File: config.mk
export PLATFORM = sky130hd
export DESIGN_NAME = stack_controller
export DESIGN_NICKNAME = d
export VERILOG_FILES = /design/src/rtl/stack_pkg.sv /design/src/rtl/stack_controller.sv
export SDC_FILE = /design/constraint.sdc
export NUM_CORES = 1
export LEC_CHECK = 0
export ABC_AREA = 1
export CAP_MARGIN = 15
export CORE_MARGIN = 4
export CORE_UTILIZATION = 40
export CTS_CLUSTER_DIAMETER = 40
export DETAILED_ROUTE_END_ITERATION = 10
export GPL_TIMING_DRIVEN = 0
export PLACE_DENSITY = 0.86
export SYNTH_ARGS = -nofsm -noshare
export SYNTH_HDL_FRONTEND = slang
export SYNTH_SLANG_ARGS = --single-unit
File: constraint.sdc
create_clock -name clk -period 2.95 [get_ports clk]
set_input_delay 0.7375 -clock clk [delete_from_list [all_inputs] [get_ports clk]]
set_output_delay 0.7375 -clock clk [all_outputs]
set_load 0.01 [all_outputs]
File: src/rtl/stack_pkg.sv
// rtl/stack_pkg.sv - shared types and constants for the stack controller
package stack_pkg;

  typedef enum logic {
    OP_PUSH = 1'b0,
    OP_POP  = 1'b1
  } op_e;

  typedef enum logic [2:0] {
    ST_IDLE,
    ST_FETCH,
    ST_PUSH_WR,
    ST_POP_RD,
    ST_POP_WB,
    ST_DONE
  } state_e;

  localparam logic [1:0] ERR_NONE = 2'd0;
  localparam logic [1:0] ERR_OVF  = 2'd1;
  localparam logic [1:0] ERR_UNF  = 2'd2;
  localparam logic [1:0] ERR_ILL  = 2'd3;

  localparam logic [1:0] REG_R0 = 2'd0;
  localparam logic [1:0] REG_R1 = 2'd1;
  localparam logic [1:0] REG_R2 = 2'd2;
  localparam logic [1:0] REG_SP = 2'd3;

endpackage

File: src/rtl/stack_controller.sv
// rtl/stack_controller.sv - PUSH/POP sequencer between the register file and data memory
module stack_controller
  import stack_pkg::*;
#(
  parameter int               WIDTH       = 16,
  parameter logic [WIDTH-1:0] STACK_BASE  = 16'hFFFF,
  parameter logic [WIDTH-1:0] STACK_LIMIT = 16'hFF00
) (
  input  logic             clk,
  input  logic             reset,
  input  logic             req_valid,
  output logic             req_ready,
  input  logic             req_op,
  input  logic [1:0]       req_reg,
  output logic             done,
  output logic             err,
  output logic [1:0]       err_code,
  output logic [1:0]       rf_read_reg,
  input  logic [WIDTH-1:0] rf_read_data,
  input  logic [WIDTH-1:0] sp_value,
  output logic             rf_write_enable,
  output logic [1:0]       rf_write_reg,
  output logic [WIDTH-1:0] rf_write_data,
  output logic             sp_dec,
  output logic             sp_inc,
  output logic [WIDTH-1:0] mem_addr,
  output logic [WIDTH-1:0] mem_wdata,
  output logic             mem_we,
  output logic             mem_re,
  input  logic [WIDTH-1:0] mem_rdata
);

  localparam logic [WIDTH-1:0] ONE = {{(WIDTH-1){1'b0}}, 1'b1};

  state_e           state_q, state_d;
  logic [1:0]       reg_q, reg_d;
  logic [WIDTH-1:0] data_q, data_d;
  logic             ill_q, ill_d;

  assign req_ready   = (state_q == ST_IDLE) && !reset;
  assign rf_read_reg = reg_q;

  always_comb begin
    state_d = state_q;
    reg_d   = reg_q;
    data_d  = data_q;
    ill_d   = ill_q;
    case (state_q)
      ST_IDLE: begin
        if (req_valid && req_ready) begin
          reg_d = req_reg;
          if (req_op == OP_PUSH) begin
            state_d = ST_FETCH;
          end else if (req_reg == REG_SP) begin
            // Illegal POP SP reports through DONE so err lands one cycle after accept
            ill_d   = 1'b1;
            state_d = ST_DONE;
          end else begin
            state_d = ST_POP_RD;
          end
        end
      end
      ST_FETCH: begin
        data_d  = rf_read_data;
        state_d = ST_PUSH_WR;
      end
      ST_PUSH_WR: state_d = (sp_value == STACK_LIMIT) ? ST_IDLE : ST_DONE;
      ST_POP_RD:  state_d = (sp_value == STACK_BASE) ? ST_IDLE : ST_POP_WB;
      ST_POP_WB:  state_d = ST_DONE;
      ST_DONE: begin
        ill_d   = 1'b0;
        state_d = ST_IDLE;
      end
      default: state_d = ST_IDLE;
    endcase
  end

  // Strobes depend only on state, latches and RF/memory inputs; reset masks them
  always_comb begin
    done            = 1'b0;
    err             = 1'b0;
    err_code        = ERR_NONE;
    rf_write_enable = 1'b0;
    rf_write_reg    = 2'd0;
    rf_write_data   = '0;
    sp_dec          = 1'b0;
    sp_inc          = 1'b0;
    mem_addr        = '0;
    mem_wdata       = '0;
    mem_we          = 1'b0;
    mem_re          = 1'b0;
    if (!reset) begin
      case (state_q)
        ST_PUSH_WR: begin
          if (sp_value == STACK_LIMIT) begin
            err      = 1'b1;
            err_code = ERR_OVF;
          end else begin
            mem_we    = 1'b1;
            mem_addr  = sp_value - ONE;
            mem_wdata = data_q;
            sp_dec    = 1'b1;
          end
        end
        ST_POP_RD: begin
          if (sp_value == STACK_BASE) begin
            err      = 1'b1;
            err_code = ERR_UNF;
          end else begin
            mem_re   = 1'b1;
            mem_addr = sp_value;
          end
        end
        ST_POP_WB: begin
          if (reg_q != REG_SP) begin
            rf_write_enable = 1'b1;
            rf_write_reg    = reg_q;
            rf_write_data   = mem_rdata;
            sp_inc          = 1'b1;
          end
        end
        ST_DONE: begin
          if (ill_q) begin
            err      = 1'b1;
            err_code = ERR_ILL;
          end else begin
            done = 1'b1;
          end
        end
        default: ;
      endcase
    end
  end

  always_ff @(posedge clk) begin
    if (reset) begin
      state_q <= ST_IDLE;
      reg_q   <= REG_R0;
      data_q  <= '0;
      ill_q   <= 1'b0;
    end else begin
      state_q <= state_d;
      reg_q   <= reg_d;
      data_q  <= data_d;
      ill_q   <= ill_d;
    end
  end

endmodule

==> impl_results.md, run 1 <==
* Sink Count at 22
* Max Fclk at 344 MHz
* DIE AREA at 5880 sq um
* Core Util, Final at 70.6%
* Count leader, synth: nand2_1
* Synth Flop Type: dfxtp_1
* Placed cells at 505
* Cells after Synth at 339
* RePlAce Congestion at 0.910
* Core box area at 4440 sq um
* Initial Utilization at 42.4%
* # port buffers at 114
* H-tree levels at 1
* Crit-path cells: clkdlybuf4s15_2 > nand2_1 > inv_1 > nand2_2 > nor2_4 > buf_4 > a21oi_4 > buf_6 > buf_8 > nand3_1 > a21oi_2 > buf_2
* Cell Area, Synth at 1890 sq um
* Post-synth EDFFs at 0
* Area contributors post-synth: dfxtp_1 (23%), nand2_1 (13%), inv_1 (13%)
* Clock Skew at 4.10 ps
* Multi-input gate area at 1180 sq um
* Final worst-path cycle share at 98.5%
* Vias per inst at 4.81
* Startpoint Class: input pin
* Drt pass-1 iters at 4
* Critical Path AT at 2170 ps
* Worst Path Required at 2210 ps
* Vias at 2,501
* Sequential share of the synthesized area at 23.4%
* Final HPWL DP at 5080 um
* MaxCap Viol Count at 0
* Worst hold start: data_q[4]$_SDFFE_PP0N_
* DRC violations left at 0
* Drt wl/cell at 12.5 um
* All-layer global routing usage at 21.5%
* Final setup viols at 0
* Top-area cell type share of the netlist area at 23.4%
* FF/Latch Area at 440 sq um
* Worst-Skew Late Latency at 260 ps
* Clock Path Buffers at 2
* Die Y at 76.7 um
* Max reg flops at 16
* CTS Buf Count at 3
* Initial antenna violation count at 0
* Fin Setup TNS at 0 ps
* Buf+Inv Stages, Crit Path at 6
* Ys Warns at 0
* FF-to-FF setup slack at 1530 ps
* TritonCTS clock tree: built
* Syn nets at 396
* Pwr Total at 1.26 mW
* First-pass GRT wire length at 10,700 um
* Worst slew pin tran at 537 ps
* Mean post-synth cell area at 5.56 sq um
* Reg-to-reg endpoint: data_q[12]$_SDFFE_PP0N_
* Reg clk slew, reported paths at 80 ps
* ANT cells at 0
* # IOs at 116
* Fill cells at 406
* Grt ovf at 0
* Setup ws final at 43.2 ps
* Power Dens Cells at 400 nW/um^2
* Hold-fix buffers at CTS at 0
* Row Count at 24
* Synth cell count leaders: nand2_1 (67), inv_1 (65), nor2_1 (61), a21oi_1 (37)
* CP max stage delay at 240 ps
* Crit path max-delay cell type: clkdlybuf4s15_2
* Initial drt markers at 74
* Slew Viols, Final at 0
* Slew headroom at 64.2%
* Final nets at 526
* Netlist cell types at 25
* Crit path kind: input pin to output pin
* Root Buffer: clkbuf_8
* Status: finished, final reports clean
* Leak at 1.53 nW
* Final Non-Filler Cells at 520
* Fraction of registers with async set/reset at 0%
* Area growth syn-to-layout at 66.3%
* Hold Crit Class: flop to flop
* Final Hold Vio Count at 0
* Worst vdd ir at 0.324 mV
* DRT Wirelength at 6510 um
* Worst R2R Path Depth at 6
* R2r startpoint: state_q[0]$_SDFFE_PP0N_
* Pre-CTS WS at -797 ps
* Yosys top cell by area: dfxtp_1
* Layout cells sized above 1 at 17.1%
* Delay-heaviest family, CP: buffers and inverters
* Endpoint class of the critical path: output pin
* Hold Crit Depth at 2
* Vias in the first global route at 2,427
* Largest net degree at the start of global routing at 13
* Final min period at 2910 ps
* Yosys reg bits at 22
* Worst-path fanout max at 10
* Worst Hold End: data_q[4]$_SDFFE_PP0N_
* Die Width at 76.7 um
* Antenna viol nets, final at 0
==> area by class of cell <==
cell class / instances / share of cell area, %
inverters: 66 / 7.90
multi-input cells: 237 / 37.6
well taps: 52 / 2.08
repair buffers: 125 / 33.6
plain buffers: 14 / 3.03
clock buffers: 4 / 1.76
flip-flops and latches: 22 / 14.0
==> repair_timing <==
item / in CTS / in global routing
setup endpoints to repair: 49 / 32
setup buffers: 4 / 7
pin swaps: 6 / 9
gates resized for setup: 119 / 38
==> kinds of logic after synthesis <==
family,share of synthesized area (%)
buffers and inverters,17.6
AO/OA/AOI/OAI,17.1
flip-flops,23.4
AND/OR/NAND/NOR,37.7
XOR/XNOR,2.32
adder cells (fa/ha/maj),1.99
==> power by group <==
part / switching [mW] / internal (mW)
logic: 0.355 / 0.268
registers: 0.0333 / 0.381
clock network: 0.0980 / 0.119
==> through the flow <==
stage	hold WS (ps)	instance area, sq um
2_1_floorplan	430	1890
3_3_place_gp	439	3090
3_5_place_dp	445	3090
4_1_cts	457	3120
5_1_grt	473	3140
6_report	457	3140
==> metal layers <==
metal | global-route usage (%) | share of wire [%] | vias to the layer above
li1 | - | - | 1303
met1 | 23.4 | 40 | 1101
met2 | 39.6 | 51 | 88
met3 | 6.44 | 7.9 | 9
met4 | 6.88 | 1.6 | 0
met5 | 0 | 0 | -
==> worst reg2reg max path: stages (launching register included) <==
cell and delay, ps:
dfxtp_1 360, inv_1 80, nor3_1 180, inv_1 140, clkbuf_1 250, o21ai_0 230
a21oi_1 60
==> worst max-delay path by stage <==
stage / startpoint / endpoint / slack [ps] / cells after the start
floorplan: sp_value[0] / sp_dec / 420 / 9
global placement: sp_value[0] / sp_dec / -770 / 11
finish: sp_value[9] / mem_addr[9] / 40 / 12
CTS: sp_value[7] / sp_dec / -30 / 10
detailed placement: sp_value[0] / sp_dec / -800 / 11
global route: sp_value[9] / mem_addr[9] / -40 / 12
==> placed cells by master (no fill, tap or decap) <==
master	synthesis	layout
nand3_2	0	2
buf_8	0	2
inv_2	1	4
clkbuf_1	8	7
clkbuf_2	0	16
nor2_4	2	4
a21oi_2	0	3
nand3b_1	1	1
nand3_1	22	20
nor2_1	61	56
nor3_1	3	2
clkdlybuf4s15_2	0	1
nor4_1	2	2
or2_2	1	1
nand2_1	67	64
nand2_2	4	5
ha_1	3	3
clkdlybuf4s15_1	0	1
buf_6	3	2
buf_2	1	15
clkdlybuf4s50_1	0	61
nor2_2	1	4
o21a_1	2	2
inv_1	65	62
a21oi_4	1	1
buf_4	2	12
clkbuf_4	0	1
xor2_1	4	4
nor3_2	0	1
nand4_1	4	4
nand2_4	0	2
a21oi_1	37	34
xnor2_1	1	1
clkbuf_8	0	4
dfxtp_1	22	22
o21ai_0	21	21
dlygate4sd2_1	0	21
No activity file was read; power rests on OpenSTA's default activity.
==> run 2: changes to the inputs <==
==> constraint.sdc (replaced) <==
create_clock -name clk -period 3.8 [get_ports clk]
set_input_delay 0.95 -clock clk [delete_from_list [all_inputs] [get_ports clk]]
set_output_delay 0.95 -clock clk [all_outputs]
set_load 0.01 [all_outputs]
==> impl_results.md, run 2 (synthesis gave the netlist of run 1 again) <==
* Status: finished, final reports clean
* Largest net degree at the start of global routing at 13
* Leak at 1.59 nW
* Worst-path fanout max at 10
* Worst slew pin tran at 487 ps
* Initial Utilization at 42.4%
* Delay-heaviest family, CP: buffers and inverters
* Worst vdd ir at 0.248 mV
* Buf+Inv Stages, Crit Path at 4
* Grt ovf at 0
* DIE AREA at 5880 sq um
* Final Non-Filler Cells at 514
* Worst hold slack at 458 ps
* Vias per inst at 4.82
* Placed cells at 505
* ANT cells at 0
* Power Dens Cells at 302 nW/um^2
* Vias at 2,479
* Worst Path Required at 2850 ps
* Hold Crit Class: flop to flop
* Antenna viol nets, final at 0
* Slew headroom at 67.5%
* Final min period at 3700 ps
* Endpoint class of the critical path: output pin
* Final worst-path cycle share at 97.3%
* # IOs at 116
* Startpoint Class: input pin
* RePlAce Congestion at 0.910
* Core box area at 4440 sq um
* Drt wl/cell at 12.3 um
* Crit path kind: input pin to output pin
* Die Y at 76.7 um
* Area growth syn-to-layout at 69.1%
* Final setup viols at 0
* # port buffers at 114
* TritonCTS clock tree: built
* Initial antenna violation count at 0
* First-pass GRT wire length at 10,600 um
* Final Hold Vio Count at 0
* Most common cell after layout, fill and taps aside: clkdlybuf4s50_1
* Layout cells sized above 1 at 7.36%
* Final nets at 520
* Grt met1 use at 23.3%
* All-layer global routing usage at 21.3%
* Fill cells at 403
* Pwr Total at 962 uW
* Row Count at 24
* Post-route design area at 3190 sq um
* MaxCap Viol Count at 0
* Placed cell area at 3090 sq um
* DRC violations left at 0
* Hold-fix buffers at CTS at 0
* Vias in the first global route at 2,378
* Worst-Skew Late Latency at 260 ps
* Most frequent cells in the layout: clkdlybuf4s50_1 (71), nand2_1 (66), inv_1 (64), nor2_1 (57), a21oi_1 (37)
* Busiest layer in global routing: met2
* Reg clk slew, reported paths at 80 ps
* Root Buffer: clkbuf_8
* Sink Count at 22
* Crit path max-delay cell type: clkdlybuf4s50_1
* Initial drt markers at 86
* Met2 usage at 39.2%
* Grt met3 use at 5.97%
* Slew Viols, Final at 0
* Final HPWL DP at 5080 um
* Crit-path cells: clkdlybuf4s50_1 > inv_2 > ha_1 > nand2_1 > nor2_4 > a21oi_4 > buf_6 > nand3_1 > a21oi_1 > dlygate4sd2_1
* DRT Wirelength at 6340 um
* CP max stage delay at 530 ps
* Critical Path AT at 2750 ps
* Clock Path Buffers at 2
* CTS Buf Count at 3
* Drt pass-1 iters at 4
* Clock Skew at 3.47 ps
* Max Fclk at 270 MHz
* Die Width at 76.7 um
* H-tree levels at 1
* Max reg flops at 16
## run 2: cell types whose count changed in the layout (fill, tap and decap cells not counted), sizes merged
cell	delta
buf	-20
clkbuf	-14
clkdlybuf4s50	+10
dlygate4sd2	+9
dlymetal6s2s	+8
clkdlybuf4s15	+1
## run 2: per-layer routing
layer | share of wire (%) | up-vias
met5 | 0 | -
met4 | 1.2 | 0
met3 | 7.3 | 8
met2 | 51 | 78
met1 | 41 | 1096
li1 | - | 1297
## run 2: tightest hold or removal path, delay by kind of cell, from the launching register on
family / cells / cell delay (ps)
buffers and inverters: 1 / 60
AO/OA/AOI/OAI: 1 / 60
flip-flops: 1 / 300
## run 2: worst paths after layout
| check | startpoint | end | slack [ps] | depth (start not counted) |
|---|---|---|---|---|
| max reg2reg | state_q[0]$_SDFFE_PP0N_ | data_q[12]$_SDFFE_PP0N_ | 2380 | 6 |
| max | sp_value[1] | mem_addr[14] | 100 | 10 |
| min | data_q[4]$_SDFFE_PP0N_ | data_q[4]$_SDFFE_PP0N_ | 460 | 2 |
| min reg2reg | data_q[4]$_SDFFE_PP0N_ | data_q[4]$_SDFFE_PP0N_ | 460 | 2 |
## run 2: final cells by class
type	instances	area, sq um	area share, %
buffer	14	83.8	2.63
clock buffer	4	55.1	1.73
inverter	66	248	7.77
multi-input combinational	237	1150	35.9
sequential	22	440	13.8
tap	52	65.1	2.04
timing repair buffer	119	1150	36.1
## run 2: stage by stage
step	util [%]	setup TNS [ps]	worst slack [ps]
global placement	69.6	-8010	-344
global route	71.8	-10.9	-6.28
floorplan	-	0	841
finish	71.8	0	101
CTS	70.8	0	9.44
detailed placement	69.6	-8510	-372
## run 2: report_power, final
part	leakage [nW]	switching [mW]	internal (mW)
Sequential	0.181	0.0261	0.296
Combinational	1.38	0.267	0.205
Clock	0.0288	0.0757	0.0924
Total	1.59	0.369	0.593
## run 2: what timing repair did
item | CTS | global route
gates resized for setup | 43 | 17
pin swaps | 3 | 1
buffers inserted | 2 | 3
setup endpoints to repair | 36 | 20
